===== config.mk =====
export PLATFORM = sky130hd
export DESIGN_NAME = seg_scan_flat
export DESIGN_NICKNAME = d
export VERILOG_FILES = /design/src/rtl/seg_scan_if.sv /design/src/rtl/seg_scan.sv /design/src/flat_wrapper.sv
export SDC_FILE = /design/constraint.sdc
export NUM_CORES = 1
export LEC_CHECK = 0
export BUFFER_PORTS_ARGS = -buffer_cell sky130_fd_sc_hd__buf_2
export CAP_MARGIN = 40
export CORE_MARGIN = 8
export CORE_UTILIZATION = 55
export CTS_CLUSTER_SIZE = 16
export DETAILED_ROUTE_END_ITERATION = 12
export PLACE_DENSITY_LB_ADDON = 0.08
export SYNTH_ARGS = -nofsm -noshare
export SYNTH_HDL_FRONTEND = slang
export SYNTH_SLANG_ARGS = --single-unit
export TNS_END_PERCENT = 30

===== constraint.sdc =====
create_clock -name clk -period 3.1 [get_ports clk]
set_input_delay 0.155 -clock clk [delete_from_list [all_inputs] [get_ports clk]]
set_output_delay 0.155 -clock clk [all_outputs]
set_load 0.005 [all_outputs]

===== src/rtl/seg_scan_if.sv =====
// seg_scan_if: display-scan signal bundle.
// The master side drives the digit/blink/decimal-point requests.
// The slave side (the scanner) drives the anode, segment and frame outputs.
interface seg_scan_if;
  logic [15:0] digits;
  logic [3:0]  blinking;
  logic [3:0]  dp;
  logic [3:0]  an;
  logic [6:0]  seg;
  logic        dp_n;
  logic        frame_start;

  modport master (
    output digits, blinking, dp,
    input  an, seg, dp_n, frame_start
  );

  modport slave (
    input  digits, blinking, dp,
    output an, seg, dp_n, frame_start
  );
endinterface


===== src/rtl/seg_scan.sv =====
// seg_scan: four-digit multiplexed seven-segment scanner.
// Each digit is driven for SCAN_DIV cycles. All anodes are off for BLANK_CYCLES
// cycles between digits so that the previous digit does not ghost onto the next.
// Optional feature: define SEG_SCAN_LZB_EN to enable leading-zero blanking.
module seg_scan #(
  parameter int SCAN_DIV     = 100_000,
  parameter int BLANK_CYCLES = 1_000
) (
  input logic        clk,
  input logic        reset,
  seg_scan_if.slave  bus
);

  localparam int CNT_MAX = (SCAN_DIV > BLANK_CYCLES) ? SCAN_DIV : BLANK_CYCLES;
  localparam int CNT_W   = (CNT_MAX > 1) ? $clog2(CNT_MAX) : 1;
  localparam logic [CNT_W-1:0] SCAN_LOAD  = CNT_W'(SCAN_DIV - 1);
  localparam logic [CNT_W-1:0] BLANK_LOAD = CNT_W'(BLANK_CYCLES - 1);

  typedef enum logic {BLANK, DRIVE} state_t;

  state_t           state_q, state_d;
  logic [CNT_W-1:0] cnt_q, cnt_d;
  logic [1:0]       idx_q, idx_d;
  logic [3:0]       an_q, an_d;
  logic [6:0]       seg_q, seg_d;
  logic             dpn_q, dpn_d;
  logic             fs_q, fs_d;

  logic [3:0]       nibble;
  logic             suppress;
  logic             blankDigit;

  // Active-low hex decode, bit order {g,f,e,d,c,b,a}
  function automatic logic [6:0] hexDecode(input logic [3:0] n);
    case (n)
      4'h0:    hexDecode = 7'b1000000;
      4'h1:    hexDecode = 7'b1111001;
      4'h2:    hexDecode = 7'b0100100;
      4'h3:    hexDecode = 7'b0110000;
      4'h4:    hexDecode = 7'b0011001;
      4'h5:    hexDecode = 7'b0010010;
      4'h6:    hexDecode = 7'b0000010;
      4'h7:    hexDecode = 7'b1111000;
      4'h8:    hexDecode = 7'b0000000;
      4'h9:    hexDecode = 7'b0010000;
      4'hA:    hexDecode = 7'b0001000;
      4'hB:    hexDecode = 7'b0000011;
      4'hC:    hexDecode = 7'b1000110;
      4'hD:    hexDecode = 7'b0100001;
      4'hE:    hexDecode = 7'b0000110;
      default: hexDecode = 7'b0001110;
    endcase
  endfunction

  assign nibble = bus.digits[{idx_q, 2'b00} +: 4];

`ifdef SEG_SCAN_LZB_EN
  // Leading-zero detect: a digit is suppressed when it and every higher nibble are zero,
  // unless its decimal point is requested; digit 0 is always shown.
  always_comb begin
    suppress = 1'b0;
    case (idx_q)
      2'd3:    suppress = (bus.digits[15:12] == 4'h0);
      2'd2:    suppress = (bus.digits[15:8]  == 8'h00);
      2'd1:    suppress = (bus.digits[15:4]  == 12'h000);
      default: suppress = 1'b0;
    endcase
    if (bus.dp[idx_q]) suppress = 1'b0;
  end
`else
  assign suppress = 1'b0;
`endif

  assign blankDigit = bus.blinking[idx_q] | suppress;

  // State, counter, digit index and registered display outputs
  always_ff @(posedge clk or negedge reset) begin
    if (!reset) begin
      state_q <= BLANK;
      cnt_q   <= BLANK_LOAD;
      idx_q   <= 2'd0;
      an_q    <= 4'hF;
      seg_q   <= 7'h7F;
      dpn_q   <= 1'b1;
      fs_q    <= 1'b0;
    end else begin
      state_q <= state_d;
      cnt_q   <= cnt_d;
      idx_q   <= idx_d;
      an_q    <= an_d;
      seg_q   <= seg_d;
      dpn_q   <= dpn_d;
      fs_q    <= fs_d;
    end
  end

  // Next state; the digit's segments are captured only on BLANK->DRIVE and held for the phase
  always_comb begin
    state_d = state_q;
    cnt_d   = cnt_q - CNT_W'(1);
    idx_d   = idx_q;
    an_d    = an_q;
    seg_d   = seg_q;
    dpn_d   = dpn_q;
    fs_d    = 1'b0;
    case (state_q)
      BLANK: begin
        if (cnt_q == '0) begin
          state_d = DRIVE;
          cnt_d   = SCAN_LOAD;
          an_d    = ~(4'b0001 << idx_q);
          seg_d   = blankDigit ? 7'h7F : hexDecode(nibble);
          dpn_d   = blankDigit | ~bus.dp[idx_q];
          fs_d    = (idx_q == 2'd0);
        end
      end
      DRIVE: begin
        if (cnt_q == '0) begin
          state_d = BLANK;
          cnt_d   = BLANK_LOAD;
          idx_d   = idx_q + 2'd1;
          an_d    = 4'hF;
          seg_d   = 7'h7F;
          dpn_d   = 1'b1;
        end
      end
      default: begin
        state_d = BLANK;
        cnt_d   = BLANK_LOAD;
      end
    endcase
  end

  assign bus.an          = an_q;
  assign bus.seg         = seg_q;
  assign bus.dp_n        = dpn_q;
  assign bus.frame_start = fs_q;

endmodule


===== src/flat_wrapper.sv =====
// flat-port wrapper written by rule: the top's interface ports become plain ports
module seg_scan_flat 
#(
  parameter int SCAN_DIV     = 100_000,
  parameter int BLANK_CYCLES = 1_000
)
  (clk, reset, bus_digits, bus_blinking, bus_dp, bus_an, bus_seg, bus_dp_n, bus_frame_start);
  seg_scan_if bus_i ();
  input logic clk;
  input logic reset;
  input wire logic [$bits(bus_i.digits)-1:0] bus_digits;
  input wire logic [$bits(bus_i.blinking)-1:0] bus_blinking;
  input wire logic [$bits(bus_i.dp)-1:0] bus_dp;
  output wire logic [$bits(bus_i.an)-1:0] bus_an;
  output wire logic [$bits(bus_i.seg)-1:0] bus_seg;
  output wire logic [$bits(bus_i.dp_n)-1:0] bus_dp_n;
  output wire logic [$bits(bus_i.frame_start)-1:0] bus_frame_start;
  assign bus_i.digits = bus_digits;
  assign bus_i.blinking = bus_blinking;
  assign bus_i.dp = bus_dp;
  assign bus_an = bus_i.an;
  assign bus_seg = bus_i.seg;
  assign bus_dp_n = bus_i.dp_n;
  assign bus_frame_start = bus_i.frame_start;
  seg_scan #(.SCAN_DIV(SCAN_DIV), .BLANK_CYCLES(BLANK_CYCLES)) u_core (.clk(clk), .reset(reset), .bus(bus_i));
endmodule

Yosys cells after proc, flatten, opt, wreduce, memory -nomap -nowiden

Memory sizes are Yosys's and may differ from the RTL's.
Index checks and enable logic that the tools add are counted.

Add/subtract/negate cells: 2
Multiply operators: 0
Divide/modulo/power cells: 0
Magnitude comparators: 1
Eq/ne operators: 2
Shift operators: 2
Muxes and demuxes: 22
Bitwise gates (word level): 4
Reduce and logical (&&, ||, !) cells: 4

Operators by type and width:

| cell                                                                    | number |
|---|---|
| 17-bit 2-to-1 mux                                                       | 2 |
| 17-bit case mux with 2 select lines                                     | 1 |
| 7-bit 2-to-1 mux                                                        | 3 |
| 17-bit zero test                                                        | 1 |
| 17-bit by 1-bit subtractor with 17-bit output, second input constant    | 1 |
| 16-bit by 5-bit variable part select with 4-bit output                  | 1 |
| 7-bit case mux with 2 select lines                                      | 1 |
| 1-bit 2-to-1 mux                                                        | 8 |
| 4-bit 2-to-1 mux                                                        | 2 |
| 4-bit case mux with 2 select lines                                      | 1 |
| 1-bit binary-select mux with 2-bit select                               | 2 |
| 4-bit inverter                                                          | 1 |
| 1-bit case mux with 2 select lines                                      | 2 |
| 2-bit AND reduction                                                     | 2 |
| 1-bit by 2-bit left shift with 4-bit output, first input constant       | 1 |
| 2-bit by 3-bit < comparator with 1-bit output, second input constant    | 1 |
| 2-bit by 1-bit adder with 2-bit output, second input constant           | 1 |
| 2-bit zero test                                                         | 1 |
| 2-bit by 1-bit inequality test with 1-bit output, second input constant | 1 |
| 2-bit inequality test, second input constant                            | 1 |
| 1-bit inverter                                                          | 2 |
| 1-bit bitwise OR                                                        | 1 |

Flip-flop bits (word level): 33
Latch bits: 0
Bits in writable memories: 0
Memory bits (read-only): 112
Input bits: 26
Output and inout port bits: 13
Word-level logic and storage cells: 45
Memories kept: 1

Memory list:

| name            | words | bits a word | read ports | clocked after Yosys merged registers in | wr ports | line           | source |
|---|---|---|---|---|---|---|---|
| (no name shown) | 16    | 7           | 1          | 0                                       | 0        | seg_scan.sv:35 | `case (n)` |

Logic depth before layout (Yosys ltp)

Depth in word-level cells: 6
Gate-level depth with buffers: 11
Depth with buffers taken out: 8

Least setup slack after synthesis

No wires, ideal clock.

Path kind: flip-flop to flip-flop
Start: register u_core.cnt_q[4]
End: register u_core.seg_q[2], in the netlist u_core.bus.seg[2]
Library setup time: 0.083 ns
Arrival: 2.739 ns
Data required time: 3.017 ns
Slack: 0.278 ns
Stages on the path, launching flop included: 10
Buffers on the path: 3
Period minus slack after synthesis: 2.822 ns
Path through: dfrtp_1 > nor4_4 > nand4b_1 > or2_1 > clkbuf_1 > buf_2 > ha_1 > or4_1 > buf_2 > o32a_1

Cells in the longest elaborated chain, start to end: 3
Elaborated cells on any way between the ends: 4
Those cells by class: eq/ne (2); reduce/logical (2)

RTL lines:

| element                                                                                             | line                             | source |
|---|---|---|
| start: declaration                                                                                  | seg_scan.sv:22                   | `logic [CNT_W-1:0] cnt_q, cnt_d;` |
| start signal: assignment                                                                            | seg_scan.sv:88                   | `cnt_q <= cnt_d;` |
| 17-bit zero test *                                                                                  | seg_scan.sv:108, seg_scan.sv:118 |  |
| 2-bit inequality test (no line) or 2-bit by 1-bit inequality test with 1-bit output (tied branches) | n/a                              |  |
| 2-bit AND reduction (no line) *                                                                     | n/a                              |  |
| end signal: assignment                                                                              | seg_scan.sv:91                   | `seg_q <= seg_d;` |
| end: declaration                                                                                    | seg_scan.sv:25                   | `logic [6:0] seg_q, seg_d;` |

Every way passes the cells marked *; elsewhere a longest branch is shown, timed or not.
A chain may end at the register's enable or synchronous reset.

Worst setup path after layout

Same ends and word-level chain as after synthesis.

==> flow_summary.yaml <==
drt:
  drc_errors: 0
  wl_per_cell_microns: 16.0
  dr.first_iter.drc_count: 93
  drt-total-wl_microns: 4350
  drt_first_pass_iters: 6
  vias_per_cell: 5.64
  vias: 1535
  antenna_left: 0
synth:
  synthMuxAreaShare_pct: 9.28
  yosysTopAreaCell: "dfstp_2"
  synth_top_family_by_area: "simple AND/OR/NAND/NOR gates"
  syn_nets: 225
  synthSimpleGateAreaFrac_pct: 17.0
  syn_avg_cell_area_sq_um: 10.6
  synth_cells: 184
  yosys-top-cells-area: "dfstp_2, dfrtp_1, ha_1"
  synth_xor_area_share_pct: 5.38
  netlist_area_sq_um: 1950
  synthAdderAreaFrac_pct: 9.60
  synth_seq_cells: 33
  ys_types: 43
  synth_top_area_share_pct: 26.9
  yosys_warnings: 0
  synth_compound_area_share_pct: 10.8
  ys_seq_area_share_pct: 43.5
grt:
  grt_max_degree: 34
  grt_overflow: 0
  antenna_found_initial: 0
  grt_util_all_layers_pct: 17.1
  grt_pass1_wl_microns: 7370
  grt_pass1_vias: 1631
cells_and_area:
  n_fill_cell: 292
  finalNonFillerCells: 272
  antennaDiodeCount: 0
  final_net_count: 266
  drive_gt1_share_pct: 33.6
  area_growth_pct: 17.5
sta:
  finalMaxSlewViolations: 0
  rsz0062_at_grt: "no"
  worst_slew_pin_slew_ps: 726
  min_period_ps: 2770
  skew_ps: 11.8
  setup_viol: 0
  finalHoldViolCount: 0
  finalSetupTns_ps: 0
  min_period_over_period_pct: 89.3
  fin_ws_ps: 330
  max_freq_mhz: 361
  max_slew_margin_pct: 51.6
cts:
  clkTransAtPathRegs_ps: 110
  hold_buffers: 1
  cts_max_level: 2
  cts.sinks: 33
  clk_latency_ps: 340
  clockBufferDepth: 2
  numCtsBuffers: 5
  cts_tree: "built"
  cts_resized: 0
  cts-root-buf: "clkbuf_4"
  post_cts_buffers: 0
worst_setup_path:
  critPathArrivalTime_ps: 3040
  cp-start-kind: "register"
  end_kind: "register"
  regToRegStartpoint: "u_core.cnt_q[4]"
  ff2ff_path_depth: 6
  reg2reg_to: "u_core.bus.seg[2]"
  path_class: "register to register"
  crit_required_ps: 3370
  reg2reg_slack_ps: 330
  cp_max_fo: 7
run_status:
  status: "completed"
worst_hold_path:
  hold-path-cell-count: 3
  hp-class: "input pin to register"
  hold_end: "u_core.bus.dp_n"
  min_from: "bus_dp[0]"
power:
  fin_total_pwr_w: 0.000925
  power_density_nw_per_um2: 403
  ir_worst_vdd_uv: 238
  p_leak_nw: 1.02
die:
  coreArea_sq_um: 3360
  fp.dieArea_sq_um: 5720
  die_h_microns: 75.6
  row_count: 21
  io_pins: 39
  initial_utilization_pct: 58.1
  die_w_microns: 75.6
placement:
  dpl.cell_count: 263
  place.gp.congestion: 0.831
  dp_hpwl_microns: 3260
  portBuffers: 38
  dp_worst_setup_slack_ps: 361
job:
  drv_cap: 0
==> kinds of logic (layout without fill, tap and decap cells) <==
logic type,count (synthesis),count (layout)
AND/OR/NAND/NOR,61,61
XOR/XNOR,12,12
AO/OA/AOI/OAI,34,34
buffers and inverters,20,62
adder cells (fa/ha/maj),15,15
flip-flops,33,33
multiplexers,9,9
==> registers in the layout, indices dropped and copies added, names as in the netlist <==
register / flops
u_core.bus.seg: 7
u_core.bus.frame_start: 1
u_core.cnt_q: 17
u_core.state_q: 1
u_core.bus.dp_n: 1
u_core.idx_q: 2
u_core.bus.an: 4
==> cells in the final DEF (no fill, tap or decap), types with 4 or more instances in the layout <==
| cell type | n |
|---|---|
| nor2_1 | 23 |
| ha_1 | 15 |
| o21ai_0 | 5 |
| buf_2 | 38 |
| mux4_1 | 4 |
| a21oi_1 | 11 |
| inv_1 | 11 |
| a31oi_1 | 9 |
| nor3_1 | 9 |
| xor2_1 | 5 |
| dfstp_2 | 20 |
| xnor2_1 | 7 |
| clkbuf_4 | 5 |
| dfrtp_1 | 13 |
| nand2_1 | 6 |
==> routing by layer <==
layer  GRT usage (%)  part of all wire [%]
met5               0                     0
met4            7.68                   1.8
met2            28.6                    48
met3            4.34                   3.2
met1            20.3                    46
==> metrics by stage <==
step	instance area, sq um	hold slack [ps]	util [%]
finish	2300	170	68.3
global route	2300	158	68.3
CTS	2300	161	68.3
detailed placement	2180	254	65.0
global placement	2180	239	65.0
floorplan	1950	-141	-
==> Yosys cell counts <==
library cell / count
a211o_1: 1
nand4_1: 2
mux4_2: 2
o32a_1: 1
nor2_1: 23
nand4b_1: 2
inv_2: 1
or3_1: 1
nor4_4: 1
xor2_1: 5
nand3b_1: 1
a31oi_1: 9
o41ai_1: 1
buf_6: 1
nand2_1: 6
or4_1: 3
dfstp_2: 20
o21ai_0: 5
or4b_1: 1
or3b_2: 1
nor3_1: 9
ha_1: 15
nand3_1: 1
mux4_1: 4
a21oi_1: 11
nor4_1: 3
and2_1: 2
a211oi_1: 1
and4_1: 1
inv_1: 11
buf_2: 2
mux2_2: 1
o211ai_1: 1
dfrtp_1: 13
clkbuf_1: 5
and3_1: 1
o21bai_1: 2
nor3b_1: 2
o31ai_1: 1
or2_1: 1
o22a_2: 1
mux2i_1: 2
xnor2_1: 7
==> area by class of cell <==
cell class	count	area (sq um)	area share [%]
Tap cell	46	57.6	2.51
Multi-Input combinational cell	131	1020	44.3
Clock inverter	3	65.1	2.83
Sequential cell	33	851	37.0
Clock buffer	5	37.5	1.63
Timing Repair Buffer	42	223	9.70
Inverter	12	45.0	1.96
==> worst max-delay path, stage by stage (launching register included) <==
cell      delay, ps
dfrtp_1         480
nor4_4          410
nand4b_1        250
or2_1           330
ha_1            210
or4_1           630
o32a_1          390
==> worst max-delay path by stage <==
stage	endpoint	slack [ps]	cells past startpoint	startpoint
after floorplan	u_core.bus.seg[2]	280	9	u_core.cnt_q[4]
after global placement	u_core.bus.seg[2]	460	6	u_core.cnt_q[4]
after detailed placement	u_core.bus.seg[2]	360	6	u_core.cnt_q[4]
after CTS	u_core.bus.seg[2]	330	6	u_core.cnt_q[4]
after global routing	u_core.bus.seg[2]	140	6	u_core.cnt_q[4]
final	u_core.bus.seg[2]	330	6	u_core.cnt_q[4]
==> report_power, final <==
part,switching (W),internal [W]
clock,0.000155,0.000250
sequential,0.00000391,0.000445
combinational,0.0000363,0.0000353
Power figures use the tool's default switching activity.
